### src/rtl/fifo_wr_arbiter.sv
// fifo_wr_arbiter
//   Round-robin arbiter sharing one synchronous FIFO write port between
//   NUM_REQ producers. Arbitration state (rotating pointer, burst lock) is
//   registered; the grant path is combinational, so a granted word enters
//   the FIFO on the same rising edge that gnt is high.
//
//   Optional feature macro: FIFO_ARB_BURST_EN
//     defined   -> a producer that wins from IDLE keeps the port for up to
//                  MAX_BURST consecutive grants while it keeps requesting.
//     undefined -> plain round-robin; the grant rotates after every word.
//
// Ports
//   clk        : rising-edge clock shared with the FIFO
//   rst        : synchronous active-high reset
//   req        : per-producer write request, held with stable data until gnt
//   req_data   : producer words, producer i at [i*DATA_WIDTH +: DATA_WIDTH]
//   gnt        : one-hot accept, word is written at this rising edge
//   wr_en      : FIFO write enable (|gnt)
//   w_data     : granted producer's word, zero when no grant
//   full       : FIFO full flag, blocks all grants combinationally
//   last_id    : registered index of the most recently granted producer
//   last_valid : registered, high for one cycle after each grant
module fifo_wr_arbiter #(
  parameter int NUM_REQ    = 4,
  parameter int DATA_WIDTH = 8,
  parameter int MAX_BURST  = 4
) (
  input  logic                          clk,
  input  logic                          rst,
  input  logic [NUM_REQ-1:0]            req,
  input  logic [NUM_REQ*DATA_WIDTH-1:0] req_data,
  output logic [NUM_REQ-1:0]            gnt,
  output logic                          wr_en,
  output logic [DATA_WIDTH-1:0]         w_data,
  input  logic                          full,
  output logic [$clog2(NUM_REQ)-1:0]    last_id,
  output logic                          last_valid
);

  localparam int IDW   = $clog2(NUM_REQ);
  localparam int SW    = IDW + 1;
  localparam int CNT_W = (MAX_BURST > 1) ? $clog2(MAX_BURST) : 1;
  localparam logic [SW-1:0]  NUM_REQ_W = SW'(NUM_REQ);
  localparam logic [IDW-1:0] LAST_ID   = IDW'(NUM_REQ - 1);

  typedef enum logic {IDLE = 1'b0, LOCKED = 1'b1} state_t;

  state_t             state_reg, state_next;
  logic [IDW-1:0]     ptr_reg, ptr_next;
  logic [IDW-1:0]     lock_id_reg, lock_id_next;
  logic [CNT_W-1:0]   burst_cnt_reg, burst_cnt_next;
  logic [IDW-1:0]     last_id_reg, last_id_next;
  logic               last_valid_reg, last_valid_next;

  logic               rr_found;
  logic [IDW-1:0]     rr_win;
  logic [SW-1:0]      rr_idx;
  logic               use_lock;
  logic [IDW-1:0]     win;
  logic               grant_ok;
  logic [DATA_WIDTH-1:0] data_arr [NUM_REQ];

  // Rotating priority search: first requester at ptr, ptr+1, ... (mod NUM_REQ).
  always_comb begin
    rr_found = 1'b0;
    rr_win   = '0;
    rr_idx   = '0;
    for (int k = 0; k < NUM_REQ; k++) begin
      rr_idx = {1'b0, ptr_reg} + SW'(k);
      if (rr_idx >= NUM_REQ_W) rr_idx = rr_idx - NUM_REQ_W;
      if (!rr_found && req[rr_idx[IDW-1:0]]) begin
        rr_found = 1'b1;
        rr_win   = rr_idx[IDW-1:0];
      end
    end
  end

  // A lock holder that dropped its request falls back to the rotating search
  // in the same cycle, so the port never idles while anyone else is waiting.
  assign use_lock = (state_reg == LOCKED) && req[lock_id_reg];
  assign win      = use_lock ? lock_id_reg : rr_win;
  assign grant_ok = (use_lock || rr_found) && !full && !rst;

  generate
    for (genvar gi = 0; gi < NUM_REQ; gi++) begin : g_port
      assign gnt[gi]      = grant_ok && (win == IDW'(gi));
      assign data_arr[gi] = req_data[gi*DATA_WIDTH +: DATA_WIDTH];
    end
  endgenerate

  assign wr_en      = grant_ok;
  assign w_data     = grant_ok ? data_arr[win] : '0;
  assign last_id    = last_id_reg;
  assign last_valid = last_valid_reg;

  // Next-state logic. full (and rst, via grant_ok) freezes everything except
  // last_valid, which simply reports that no word was written.
  always_comb begin
    state_next      = state_reg;
    ptr_next        = ptr_reg;
    lock_id_next    = lock_id_reg;
    burst_cnt_next  = burst_cnt_reg;
    last_id_next    = last_id_reg;
    last_valid_next = 1'b0;

    if (grant_ok) begin
      ptr_next        = (win == LAST_ID) ? '0 : win + 1'b1;
      last_id_next    = win;
      last_valid_next = 1'b1;
`ifdef FIFO_ARB_BURST_EN
      if (use_lock) begin
        if (burst_cnt_reg == CNT_W'(MAX_BURST - 1)) begin
          state_next     = IDLE;
          burst_cnt_next = '0;
        end else begin
          burst_cnt_next = burst_cnt_reg + 1'b1;
        end
      end else if (MAX_BURST > 1) begin
        // Fresh win (from IDLE or from a released lock) opens a new burst.
        state_next     = LOCKED;
        lock_id_next   = win;
        burst_cnt_next = CNT_W'(1);
      end else begin
        state_next     = IDLE;
        burst_cnt_next = '0;
      end
`endif
    end
`ifdef FIFO_ARB_BURST_EN
    else if (!full && (state_reg == LOCKED) && !req[lock_id_reg]) begin
      // Holder left and nobody else asked: release the lock anyway.
      state_next     = IDLE;
      burst_cnt_next = '0;
    end
`endif
  end

  always_ff @(posedge clk) begin
    if (rst) begin
      state_reg      <= IDLE;
      ptr_reg        <= '0;
      lock_id_reg    <= '0;
      burst_cnt_reg  <= '0;
      last_id_reg    <= '0;
      last_valid_reg <= 1'b0;
    end else begin
      state_reg      <= state_next;
      ptr_reg        <= ptr_next;
      lock_id_reg    <= lock_id_next;
      burst_cnt_reg  <= burst_cnt_next;
      last_id_reg    <= last_id_next;
      last_valid_reg <= last_valid_next;
    end
  end

endmodule

### config.mk
export PLATFORM = sky130hd
export DESIGN_NAME = fifo_wr_arbiter
export DESIGN_NICKNAME = d
export VERILOG_FILES = /design/src/rtl/fifo_wr_arbiter.sv
export SDC_FILE = /design/constraint.sdc
export NUM_CORES = 1
export LEC_CHECK = 0
export CORE_MARGIN = 8
export CORE_UTILIZATION = 30
export DETAILED_ROUTE_END_ITERATION = 12
export PLACE_DENSITY = 0.81
export SLEW_MARGIN = 5
export SYNTH_ARGS = -nofsm -noshare
export SYNTH_HDL_FRONTEND = slang
export SYNTH_SLANG_ARGS = --single-unit
### constraint.sdc
create_clock -name clk -period 3.8 [get_ports clk]
set_input_delay 1.14 -clock clk [delete_from_list [all_inputs] [get_ports clk]]
set_output_delay 1.14 -clock clk [all_outputs]
set_load 0.01 [all_outputs]
==> flow_summary.toml, run 1 <==
[outcome]
status = "completed"

[route]
final_antenna_net_count = 0
wl_met2_um = 1153
drt_pass1_iterations = 4
route.met3.wl_um = 412
route.top_layer_used = "met4"
vias_per_cell = 4.902
wl_per_cell_um = 15.61
routed_wl_um = 2700
post-route-drc-count = 0
wl_met1_um = 1108
vias = 848
dr.first_iter.drc_count = 30

[sta]
clock-skew-final_ns = 0.0002519
slew_viol_final = 0
hold_slack_ns = 0.4575
setup_slack_ns = 0.04468
slew_headroom_pct = 78.73
finalCritPeriodShare_pct = 98.82
hold_viol_final = 0
fmax_mhz = 266.3
worst_slew_pin_slew_ns = 0.3161
tns_ns = 0
setup_viol = 0
post-route-min-period_ns = 3.755
rsz0062_at_grt = "true"

[worst_setup_path]
path_delay_family = "buffers and inverters"
crit_path_top_delay_cell = "or3b_4"
cp_max_fo = 8
slowest_delay_ns = 0.40
worstPathArrival_ns = 2.62
end_kind = "primary output"
required_ns = 2.66
path_buf_inv = 4
worstSetupPathType = "in2out"
path_cells = "buf_8 -> or2b_1 -> a21o_1 -> or3b_4 -> buf_12 -> buf_16 -> mux2i_1 -> o22ai_1 -> buf_2"
cp-start-kind = "input port"

[clocking]
path_clk_slew_ns = 0.04
cts_tree = "yes"
h-tree-depth = 1
cts_sinks = 5
clk_latency_ns = 0.25
cts_buffers = 3
clock_path_buffers = 2
root_buffer = "clkbuf_4"

[placement]
gp_congestion = 0.8122
place_area_mm2 = 0.001252
hpwl_um = 2268
dp_cells = 166
dp_slack_ns = -0.7408
port_buffers = 54

[floorplanning]
initial_core_util_pct = 31.51
die_h_um = 61.16
fp.dieW_um = 61.16
rows = 16
ios = 55
core_region_area_mm2 = 0.001942
die-area_mm2 = 0.003741

[logic_synthesis]
syn-cell-area_um2 = 611.8
avgSynthCellArea_um2 = 8.050
yosysUniqueCellTypes = 24
synth.net_count = 119
synth.yosys.seq_area_share_pct = 16.36
ys_seq_elements = 5
ys_warn_count = 0
syn_inst = 76

[hold_path]
hold_path_class = "reg2reg"

[cells_and_area]
syn_to_final_growth_pct = 110.6
finalNetCount = 190
finalNonFillerCells = 173
register_area_um2 = 100.1
final_area_mm2 = 0.001289
multiInputGateArea_um2 = 486.7
nFillCells = 178
diodes = 0
final_util_pct = 66.37
drive_gt1_share_pct = 28.77

[global_routing]
grt_max_degree = 9
grt_usage_pct = 14.26
grt_pass1_wl_um = 4029
grt_pass1_vias = 889
antenna_found_initial = 0
grt_overflow = 0

[power_and_ir_drop]
power_uw = 312.2
ir_worst_vdd_mv = 0.1838
leakage_nw = 0.6305
power.density_mw_per_mm2 = 242.3

[run]
cap_violations = 0
-- final timing paths --
check | from | endpoint | slack, ns | depth (start not counted)
worst max-delay path | req[2] | w_data[5] | 0.04 | 9
worst min-delay path | last_id[1] | last_id[1] | 0.46 | 2
worst max register to register | ptr_reg[0] | ptr_reg[1] | 2.23 | 7
worst min register to register | last_id[1] | last_id[1] | 0.46 | 2
-- cell usage after synthesis --
library cell / number / share of area (%)
or3b_1: 1 / 1.4
a21o_1: 1 / 1.2
buf_2: 1 / 0.82
buf_12: 1 / 3.3
nand2_1: 8 / 4.9
o22ai_1: 8 / 8.2
a21boi_1: 1 / 1.2
nand2b_2: 1 / 1.4
or2_0: 1 / 1.0
a21oi_1: 6 / 4.9
or3_1: 1 / 1.0
inv_1: 3 / 1.8
nor3b_1: 1 / 1.2
a211o_1: 1 / 1.4
or2b_1: 2 / 2.5
and2_1: 4 / 4.1
nor2_1: 5 / 3.1
mux2i_1: 16 / 26
dfxtp_1: 5 / 16
nand2b_1: 2 / 2.0
nor4_1: 1 / 1.0
ha_1: 4 / 8.2
o21ai_0: 1 / 0.82
buf_6: 1 / 1.8
-- layout make-up --
cell class / count / share of cell area, %
Timing Repair Buffer: 69 / 48.93
Multi-Input combinational cell: 65 / 37.77
Sequential cell: 5 / 7.767
Tap cell: 27 / 2.621
Clock buffer: 4 / 2.039
Inverter: 3 / 0.8738
-- repair_timing --
action | 4_1_cts | 5_1_grt
hold endpoints to repair | 0 | 0
cloned | 1 | 0
pin swaps | 5 | 4
resized for setup | 63 | 11
hold buffers | 0 | 0
setup buffers | 2 | 0
setup endpoints to repair | 13 | 13
-- worst reg2reg max path: stages, from the launching register on --
cell and delay, ns:
dfxtp_1 0.38, nand2b_2 0.15, a21o_1 0.12, or3b_4 0.40, inv_1 0.09, ha_1 0.22, nand2_1 0.06, a21oi_1 0.06
-- placed cells by master (no fill, tap or decap), types with 2 or more instances in the layout --
cell,instances
inv_1,2
o22ai_1,8
nand2_2,2
or2b_1,2
mux2i_1,15
buf_2,10
nand2b_1,2
nand2_1,6
clkdlybuf4s50_1,38
clkbuf_4,3
buf_4,13
buf_12,2
ha_1,4
clkbuf_2,4
dfxtp_1,5
and2_1,4
a21oi_1,5
nor2_1,4
-- logic make-up after synthesis --
kind of cell               synth area share, %
adders and majority gates                8.180
buffers and inverters                    7.770
and+or+nand+nor                          23.72
AOI/OAI and AO/OA                        17.79
DFF                                      16.36
muxes                                    26.18
-- power breakdown --
group          internal (mW)  total (mW)  switching, mW  leakage (nW)
Clock                 0.0398      0.0629         0.0231        0.0150
Combinational          0.116       0.188         0.0714         0.574
Sequential            0.0574      0.0616        0.00424        0.0412
-- layer usage --
layer / vias to the layer above / global-route usage [%]
met1: 378 / 15.19
li1: 413 / -
met5: - / 0
met2: 53 / 23.88
met4: 0 / 4.983
met3: 4 / 6.889
No activity file was read; power rests on OpenSTA's default activity.
==> run 2, diff against run 1 <==
--- a/config.mk
+++ b/config.mk
@@ -7,6 +7,7 @@
 export LEC_CHECK = 0
 export CORE_MARGIN = 8
 export CORE_UTILIZATION = 30
+export CTS_CLUSTER_SIZE = 16
 export DETAILED_ROUTE_END_ITERATION = 12
 export PLACE_DENSITY = 0.81
 export SLEW_MARGIN = 5
==> results of run 2 <==
The final DEF is identical to that of run 1; final timing and power are the same.
